File: src/rtl/reset_sequencer.sv
`default_nettype none
// ============================================================================
//  Module      : reset_sequencer
//  Description : Staged reset release sequencer. After the upstream RESET is
//                released (deassertion re-timed through a 2-flop
//                synchroniser), the core, peripheral and comms resets are
//                released one stage at a time. In RUN, a software request or
//                (optionally) a watchdog expiry restarts the sequence.
//  Revision    : 1.0 - initial release
// ----------------------------------------------------------------------------
//  Parameters
//    HOLD_CYCLES    cycles all resets stay asserted after synchronised release
//    STAGE_DELAY    cycles between successive stage releases
//    WDT_TIMEOUT    watchdog timeout in cycles
//  Ports
//    CLK_48MHZ      in   1  sole clock, rising edge
//    RESET          in   1  asynchronous active-high reset
//    SOFT_RESET_REQ in   1  software reset request (rising edge acts in RUN)
//    WDT_KICK       in   1  watchdog service strobe
//    RST_CORE       out  1  stage-1 reset, active high
//    RST_PERIPH     out  1  stage-2 reset, active high
//    RST_COMMS      out  1  stage-3 reset, active high
//    RESET_DONE     out  1  all stages released
//    RESET_COUNT    out  8  soft/watchdog resets since last RESET (saturating)
//    WDT_FIRED      out  1  sticky watchdog-expiry flag
//  Configuration
//    RESET_SEQ_WDT_EN  when defined, builds the watchdog; otherwise WDT_KICK
//                      is ignored and WDT_FIRED is tied low.
// ============================================================================
module reset_sequencer #(
    parameter int HOLD_CYCLES = 48,
    parameter int STAGE_DELAY = 480,
    parameter int WDT_TIMEOUT = 4800000
) (
    input  logic       CLK_48MHZ,
    input  logic       RESET,
    input  logic       SOFT_RESET_REQ,
    input  logic       WDT_KICK,
    output logic       RST_CORE,
    output logic       RST_PERIPH,
    output logic       RST_COMMS,
    output logic       RESET_DONE,
    output logic [7:0] RESET_COUNT,
    output logic       WDT_FIRED
);

    // The shared delay counter only ever needs to reach max(HOLD, STAGE)-1.
    localparam int MAX_DELAY = (HOLD_CYCLES > STAGE_DELAY) ? HOLD_CYCLES : STAGE_DELAY;
    localparam int CNT_W     = (MAX_DELAY > 1) ? $clog2(MAX_DELAY) : 1;
    localparam logic [CNT_W-1:0] HOLD_LAST  = CNT_W'(HOLD_CYCLES - 1);
    localparam logic [CNT_W-1:0] STAGE_LAST = CNT_W'(STAGE_DELAY - 1);

    typedef enum logic [1:0] {
        S_HOLD       = 2'd0,
        S_REL_CORE   = 2'd1,
        S_REL_PERIPH = 2'd2,
        S_RUN        = 2'd3
    } state_t;

    logic [1:0]       sync_q, sync_d;
    state_t           state_q, state_d;
    logic [CNT_W-1:0] cnt_q, cnt_d;
    logic             rst_core_q, rst_core_d;
    logic             rst_periph_q, rst_periph_d;
    logic             rst_comms_q, rst_comms_d;
    logic             done_q, done_d;
    logic [7:0]       count_q, count_d;
    logic             soft_prev_q, soft_prev_d;

    logic             released;
    logic             soft_trig;
    logic             wdt_fire;
    logic             reseq;

    // Assertion of RESET clears sync_q asynchronously; release only becomes
    // visible to the sequencer after two clean clock edges.
    assign released = sync_q[1];

    // Edge detect: a level already high when RUN is (re)entered never fires.
    assign soft_trig = (state_q == S_RUN) && SOFT_RESET_REQ && !soft_prev_q;
    assign reseq     = soft_trig || wdt_fire;

    always_comb begin
        sync_d       = {sync_q[0], 1'b1};
        soft_prev_d  = SOFT_RESET_REQ;
        state_d      = state_q;
        cnt_d        = cnt_q;
        rst_core_d   = rst_core_q;
        rst_periph_d = rst_periph_q;
        rst_comms_d  = rst_comms_q;
        done_d       = done_q;
        count_d      = count_q;

        if (released) begin
            if (reseq) begin
                // Soft and watchdog causes coinciding count as one event.
                state_d      = S_HOLD;
                cnt_d        = '0;
                rst_core_d   = 1'b1;
                rst_periph_d = 1'b1;
                rst_comms_d  = 1'b1;
                done_d       = 1'b0;
                if (count_q != 8'hFF) begin
                    count_d = count_q + 8'd1;
                end
            end else begin
                case (state_q)
                    S_HOLD: begin
                        if (cnt_q == HOLD_LAST) begin
                            rst_core_d = 1'b0;
                            state_d    = S_REL_CORE;
                            cnt_d      = '0;
                        end else begin
                            cnt_d = cnt_q + CNT_W'(1);
                        end
                    end
                    S_REL_CORE: begin
                        if (cnt_q == STAGE_LAST) begin
                            rst_periph_d = 1'b0;
                            state_d      = S_REL_PERIPH;
                            cnt_d        = '0;
                        end else begin
                            cnt_d = cnt_q + CNT_W'(1);
                        end
                    end
                    S_REL_PERIPH: begin
                        if (cnt_q == STAGE_LAST) begin
                            rst_comms_d = 1'b0;
                            done_d      = 1'b1;
                            state_d     = S_RUN;
                            cnt_d       = '0;
                        end else begin
                            cnt_d = cnt_q + CNT_W'(1);
                        end
                    end
                    default: begin
                        state_d = S_RUN;
                    end
                endcase
            end
        end
    end

    always_ff @(posedge CLK_48MHZ or posedge RESET) begin
        if (RESET) begin
            sync_q       <= 2'b00;
            soft_prev_q  <= 1'b0;
            state_q      <= S_HOLD;
            cnt_q        <= '0;
            rst_core_q   <= 1'b1;
            rst_periph_q <= 1'b1;
            rst_comms_q  <= 1'b1;
            done_q       <= 1'b0;
            count_q      <= 8'd0;
        end else begin
            sync_q       <= sync_d;
            soft_prev_q  <= soft_prev_d;
            state_q      <= state_d;
            cnt_q        <= cnt_d;
            rst_core_q   <= rst_core_d;
            rst_periph_q <= rst_periph_d;
            rst_comms_q  <= rst_comms_d;
            done_q       <= done_d;
            count_q      <= count_d;
        end
    end

`ifdef RESET_SEQ_WDT_EN
    localparam int WDT_W = (WDT_TIMEOUT > 1) ? $clog2(WDT_TIMEOUT) : 1;
    localparam logic [WDT_W-1:0] WDT_LAST = WDT_W'(WDT_TIMEOUT - 1);

    logic [WDT_W-1:0] wdt_cnt_q, wdt_cnt_d;
    logic             wdt_fired_q, wdt_fired_d;

    // A kick on the expiry cycle suppresses the expiry.
    assign wdt_fire = (state_q == S_RUN) && !WDT_KICK && (wdt_cnt_q == WDT_LAST);

    always_comb begin
        wdt_fired_d = wdt_fired_q | wdt_fire;
        if ((state_q != S_RUN) || WDT_KICK || reseq) begin
            wdt_cnt_d = '0;
        end else begin
            wdt_cnt_d = wdt_cnt_q + WDT_W'(1);
        end
    end

    always_ff @(posedge CLK_48MHZ or posedge RESET) begin
        if (RESET) begin
            wdt_cnt_q   <= '0;
            wdt_fired_q <= 1'b0;
        end else begin
            wdt_cnt_q   <= wdt_cnt_d;
            wdt_fired_q <= wdt_fired_d;
        end
    end

    assign WDT_FIRED = wdt_fired_q;
`else
    logic [31:0] unused_wdt_cfg;
    logic        unused_wdt_kick;

    assign unused_wdt_cfg  = 32'(WDT_TIMEOUT);
    assign unused_wdt_kick = WDT_KICK;
    assign wdt_fire        = 1'b0;
    assign WDT_FIRED       = 1'b0;
`endif

    assign RST_CORE    = rst_core_q;
    assign RST_PERIPH  = rst_periph_q;
    assign RST_COMMS   = rst_comms_q;
    assign RESET_DONE  = done_q;
    assign RESET_COUNT = count_q;

endmodule
`default_nettype wire

File: config.mk
export PLATFORM = sky130hd
export DESIGN_NAME = reset_sequencer
export DESIGN_NICKNAME = d
export VERILOG_FILES = /design/src/rtl/reset_sequencer.sv
export SDC_FILE = /design/constraint.sdc
export NUM_CORES = 1
export LEC_CHECK = 0
export BUFFER_PORTS_ARGS = -buffer_cell sky130_fd_sc_hd__buf_2
export CORE_AREA = 2 2 62 64
export DETAILED_ROUTE_END_ITERATION = 8
export DIE_AREA = 0 0 64 66
export HOLD_SLACK_MARGIN = 0.02
export SETUP_SLACK_MARGIN = 0.3
export SLEW_MARGIN = 10
export SYNTH_ARGS = -nofsm -noshare
export SYNTH_HDL_FRONTEND = slang
export SYNTH_SLANG_ARGS = --single-unit
File: constraint.sdc
create_clock -name CLK_48MHZ -period 2.64 [get_ports CLK_48MHZ]
set_input_delay 0.264 -clock CLK_48MHZ [delete_from_list [all_inputs] [get_ports CLK_48MHZ]]
set_output_delay 0.264 -clock CLK_48MHZ [all_outputs]
set_load 0.05 [all_outputs]
# Word-level counts from Yosys, hierarchy flattened
# Index checks and enable logic that the tools add are counted.
[op_classes] n_addsub=2 eq_ne=9 muxes=20 reduce_logical=17
[op_table] operator="$mux 9" n=3
[op_table] operator="$pmux 9 s2" n=1
[op_table] operator="$reduce_and 3->1" n=4
[op_table] operator="$mux 1" n=11
[op_table] operator="$reduce_bool 2->1" n=5
[op_table] operator="$add 9x1->9 const B" n=1
[op_table] operator="$eq 9x6->1 const B" n=1
[op_table] operator="$eq 9x9->1 const B" n=1
[op_table] operator="$ne 3x3->1 const B" n=3
[op_table] operator="$add 8x1->8 const B" n=1
[op_table] operator="$mux 2" n=4
[op_table] operator="$ne 8x8->1 const B" n=1
[op_table] operator="$pmux 2 s3" n=1
[op_table] operator="$eq 2x2->1 const B" n=2
[op_table] operator="$reduce_and 4->1" n=1
[op_table] operator="$reduce_bool 3->1" n=1
[op_table] operator="$eq 2x1->1 const B" n=1
[op_table] operator="$logic_and 1x1->1" n=2
[op_table] operator="$logic_not 2->1" n=1
[op_table] operator="$reduce_and 2->1" n=1
[op_table] operator="$reduce_or 2->1" n=1
[op_table] operator="$logic_not 1->1" n=1
[word_totals] register_bits=26 inputBits=4 output_inout_bits=13 word_cells=57

# Logic depth before layout (Yosys ltp)
[logic_depth] word_depth=5 ltp_mapped=8 depth_no_buf=7

# Worst setup path before layout
# Ideal clock, no wire load.
[synth_timing] kind="reg2reg" from="reg state_q[0]" to="reg cnt_q[8]" setup_time_ps=68 arrival_ps=1856 t_required_ps=2572 setup_slack_ps=716 stages_incl_launch_ff=9 n_path_buf=1 period_less_slack_ps=1924 cell_sequence="dfrtp_1 > inv_1 > ha_1 > o21ai_0 > and2_1 > buf_6 > or4_1 > nand2_1 > a32o_1"
[synth_via] elab_chain_cells=5 elab_cells_between_ends=11 classes_between="eq/ne (3); mux (2); reduce/logical (6)"
[synth_rtl] item="start: declaration" line_no="61" text="state_t state_q, state_d;"
[synth_rtl] item="start signal: assignment" line_no="158" text="state_q <= state_d;"
[synth_rtl] item="$eq 2x2->1" line_no="80" text="assign soft_trig = (state_q == S_RUN) && SOFT_RESET_REQ && !soft_prev_q;"
[synth_rtl] item="$logic_and 1x1->1 (2 in a row)" line_no="80"
[synth_rtl] item="$reduce_bool 3->1 (no source line)"
[synth_rtl] item="$reduce_and 2->1 (no source line)"
[synth_rtl] item="end signal: assignment" line_no="159" text="cnt_q <= cnt_d;"
[synth_rtl] item="end: declaration" line_no="62" text="logic [CNT_W-1:0] cnt_q, cnt_d;"
# Parallel ways exist; a longest one is shown, timed or not.
# A chain may end at the register's enable or synchronous reset.

# Worst setup path in the final report
# Ends and elaborated chain as after synthesis.

==> flow_summary.rst <==
.. list-table::
   :header-rows: 1

   * - Metric
     - Value
   * - Result of the run
     - completed
   * - CP Data Required Time
     - a little under 3 ns
   * - CTS hold repair buffers
     - 0
   * - Worst VDD drop
     - 0.191 mV
   * - Final critical-path share of the clock period
     - 81.1%
   * - Total of endpoints with negative setup slack in the final report
     - 0
   * - Combinational fraction of design power
     - 18.5%
   * - Overall die area
     - around 4200 um2
   * - Clk network pwr share
     - 28.4%
   * - CP max stage delay
     - 0.51 ns
   * - Diode count
     - 0
   * - Flop and latch count out of synthesis
     - 26
   * - Max Cap Violations
     - 0
   * - Inserted Clock Buffers
     - 3
   * - CP Launch Point
     - state_q[0]$_DFFE_PP0P_
   * - Final Net Count
     - around 170
   * - Register-to-register setup slack
     - between 0.4 and 0.5 ns
   * - Achievable clock frequency
     - between 400 and 500 MHz
   * - Congestion Overflow GR
     - 0
   * - Cell types occupying the most area after synthesis
     - sky130_fd_sc_hd__dfrtp_1, sky130_fd_sc_hd__ha_1, sky130_fd_sc_hd__dfstp_2, sky130_fd_sc_hd__nand2_1, sky130_fd_sc_hd__nand3_1
   * - Hold-critical path endpoint
     - soft_prev_q$_DFF_PP0_
   * - Via/cell ratio
     - approximately 5.2
   * - CP Capture Type
     - flop
   * - Predominant post-synthesis flop cell
     - sky130_fd_sc_hd__dfrtp_1
   * - Setup repair after global routing missed its margin
     - no
   * - Post-synthesis instance area
     - between 1000 and 1500 um2
   * - Maximum fanout count along the critical path
     - 9
   * - Chain of cells forming the critical path
     - inv_1 > ha_1 > o21ai_0 > and2_1 > or4_1 > nand2_1 > a32o_1
   * - Critical register-to-register path endpoint
     - cnt_q[8]$_DFFE_PP0P_
   * - Minimum clock period
     - 2.14 ns
   * - Die height
     - between 60 and 70 um
   * - Power consumption
     - between 0.9 and 1 mW
   * - Sequential power share
     - a little over half
   * - Width of the die
     - between 60 and 70 um
   * - Master of the slowest instance on the critical path
     - sky130_fd_sc_hd__or4_1
   * - Number of enable-type register cells in the synthesized netlist
     - 0
   * - Area overhead of the layout relative to synthesis
     - 11.7%
   * - Worst Setup Start Kind
     - flop
   * - Int Pwr
     - 0.684 mW
   * - Wire length of the first global-routing pass
     - roughly 4700 um
   * - Clock transition at path regs
     - ~0.15 ns
   * - Logic depth of the worst register-to-register path
     - 7
   * - Worst Hold Slack
     - 0.0868 ns
   * - Post-Synthesis Cells
     - 140
   * - Count of pins over their slew limit
     - 0
   * - Ys Warns
     - 0
   * - Clock Tree Root
     - sky130_fd_sc_hd__clkbuf_4
   * - Share of synthesized flip-flops with an asynchronous set or reset
     - 100%
   * - Power per Cell Area
     - approximately 630 nW/um2
   * - Number of clock sinks
     - 26
   * - Setup_tns
     - 0 ns
   * - Type of the setup path with the least slack
     - flop to flop
   * - Fraction of layout instances using a drive strength above 1
     - between 10% and 20%
   * - Count of input and output buffers
     - 14
   * - Setup slack at placement
     - 0.554 ns
   * - Startpoint of the worst-slack reg-to-reg timing path
     - state_q[0]$_DFFE_PP0P_
   * - Worst Hold Class
     - input pin to flop
   * - Antenna-violating nets left
     - 0
   * - Psw
     - 0.280 mW
   * - Synth cell types
     - 36
   * - Number of failing hold endpoints at the final stage
     - 0
   * - Cell type contributing the most total cell area after synthesis
     - sky130_fd_sc_hd__dfrtp_1
   * - Wirelength per Cell
     - around 13 um
   * - Worst Skew
     - around 0.012 ns
   * - Syn nets
     - between 150 and 200
   * - Number of global-route vias before repair
     - around 1.1k
   * - Io pins
     - 17
   * - Maximum clock path buffer count
     - 2
   * - Detailed router's first-iteration violation count
     - 73
   * - TritonCTS clock tree
     - done
   * - Average cell area after synthesis
     - 9.79 um2
   * - Tightest slew margin relative to the limit
     - around a third
   * - Hold depth
     - 1
   * - Switching portion of total power
     - between 20 and 30%
   * - Final worst slack
     - 0.498 ns
   * - DRT Pass-1 Iters
     - 4
   * - Site row count
     - 22
   * - H-tree level count
     - 1
   * - Core box area
     - roughly 3600 um2
   * - Initial Utilization
     - 38.6%
   * - All-Layer GR Usage
     - approximately 14%
   * - Endpoint arrival time on the critical path
     - roughly 2.4 ns
   * - Number of antenna violations at the first check in global routing
     - 0
   * - Setup Fix Bufs, Post-CTS
     - 0
   * - Skew-Pair Late Insertion Delay
     - 0.33 ns
   * - Vias after detailed routing
     - 1,060
   * - Drc violations
     - 0
   * - Sequential fraction of the synthesis area
     - between 40% and 50%
   * - PostCTS Resize Cnt
     - 0
   * - Hold_sp
     - SOFT_RESET_REQ
   * - HPWL after detailed placement
     - about 1900 um
   * - Worst-Margin Slew
     - between 0.9 and 1 ns
   * - Area share of the largest cell type after synthesis
     - 42.0%
   * - P_leak
     - roughly 0.73 nW
   * - Placer's final routability congestion estimate
     - ~0.73
   * - Largest net degree at the start of global routing
     - 27
   * - Post-detailed-routing wire length
     - 2620 um
-- flip-flops by register name (all words and copies together), names as in the netlist --
name         cells
state_q          2
soft_prev_q      1
RST_COMMS        1
RESET_DONE       1
RST_CORE         1
cnt_q            9
RST_PERIPH       1
RESET_COUNT      8
sync_q           2
-- synthesized netlist by cell type, types with 2 or more instances --
| cell type | number |
|---|---|
| sky130_fd_sc_hd__dfrtp_1 | 23 |
| sky130_fd_sc_hd__nand2_1 | 20 |
| sky130_fd_sc_hd__nand3_1 | 13 |
| sky130_fd_sc_hd__nor2_1 | 10 |
| sky130_fd_sc_hd__o21ai_0 | 10 |
| sky130_fd_sc_hd__ha_1 | 8 |
| sky130_fd_sc_hd__xnor2_1 | 7 |
| sky130_fd_sc_hd__inv_1 | 5 |
| sky130_fd_sc_hd__a31oi_1 | 3 |
| sky130_fd_sc_hd__and3_1 | 3 |
| sky130_fd_sc_hd__dfstp_2 | 3 |
| sky130_fd_sc_hd__mux2_2 | 3 |
| sky130_fd_sc_hd__nor3_1 | 3 |
| sky130_fd_sc_hd__a21o_1 | 2 |
| sky130_fd_sc_hd__a21oi_1 | 2 |
| sky130_fd_sc_hd__a32o_1 | 2 |
| sky130_fd_sc_hd__conb_1 | 2 |
| sky130_fd_sc_hd__or3_1 | 2 |
| sky130_fd_sc_hd__or4_1 | 2 |
-- per-stage QoR --
step	cell area (um2)	util, %	cells
2_1_floorplan	1370	-	140
3_3_place_gp	1480	41.6	199
3_5_place_dp	1480	41.6	199
4_1_cts	1530	43.1	203
5_1_grt	1530	43.1	203
6_report	1530	43.1	203
-- cells by family (layout without fill, tap and decap cells) --
family	after synthesis	after routing	synth area share, %
other	2	2	0.548
muxes	4	4	3.20
adders and majority gates	8	8	7.31
buffers and inverters	8	23	3.01
AOI/OAI and AO/OA	23	23	10.8
DFF	26	26	47.8
xor gates and xnor gates	8	8	5.11
and+or+nand+nor	61	61	22.3
-- cell usage in the layout, fill, tap and decap left out, types with 3 or more instances in the layout --
cell type                  count
sky130_fd_sc_hd__mux2_2        3
sky130_fd_sc_hd__inv_1         5
sky130_fd_sc_hd__clkbuf_4      3
sky130_fd_sc_hd__nor3_1        3
sky130_fd_sc_hd__xnor2_1       7
sky130_fd_sc_hd__ha_1          8
sky130_fd_sc_hd__nand3_1      13
sky130_fd_sc_hd__dfstp_2       3
sky130_fd_sc_hd__a31oi_1       3
sky130_fd_sc_hd__o21ai_0      10
sky130_fd_sc_hd__nor2_1       10
sky130_fd_sc_hd__nand2_1      20
sky130_fd_sc_hd__dfrtp_1      23
sky130_fd_sc_hd__buf_2        14
sky130_fd_sc_hd__and3_1        3
-- layer usage --
layer,GRT usage (%),wire [um]
met3,1.53,85
met2,24.2,1260
met5,0,0
met1,17.8,1230
met4,5.98,49
-- power by group through the flow --
stage	Sequential [mW]	Combinational, mW	Clock [mW]
floorplan	0.503	0.153	0
global placement	0.516	0.170	0
detailed placement	0.521	0.178	0
CTS	0.512	0.180	0.284
global route	0.523	0.207	0.305
finish	0.512	0.179	0.273
-- how the worst max path moves through the flow --
stage                                      end  slack [ns]  cells past startpoint
final                     cnt_q[8]$_DFFE_PP0P_        0.50                      7
after global routing      cnt_q[8]$_DFFE_PP0P_        0.33                      7
after CTS                 cnt_q[8]$_DFFE_PP0P_        0.49                      7
after detailed placement  cnt_q[3]$_DFFE_PP0P_        0.55                      7
after global placement    cnt_q[8]$_DFFE_PP0P_        0.62                      7
after floorplan           cnt_q[8]$_DFFE_PP0P_        0.72                      8
-- critical path, delay by kind of cell, from the launching register on --
| family | cells | cell delay, ns |
|---|---|---|
| AND/OR/NAND/NOR | 3 | 0.86 |
| flip-flops | 1 | 0.44 |
| adder cells (fa/ha/maj) | 1 | 0.38 |
| AO/OA/AOI/OAI | 2 | 0.30 |
| buffers and inverters | 1 | 0.10 |
-- final cells by class --
cell class | instances | area (um2)
clock buffer | 3 | 22.5
clock inverter | 1 | 30.0
fill | 349 | 2020
inverter | 5 | 18.8
multi-input combinational | 106 | 674
sequential | 26 | 654
tap | 48 | 60.1
timing repair buffer | 14 | 70.1
No activity file was read; power rests on OpenSTA's default activity.
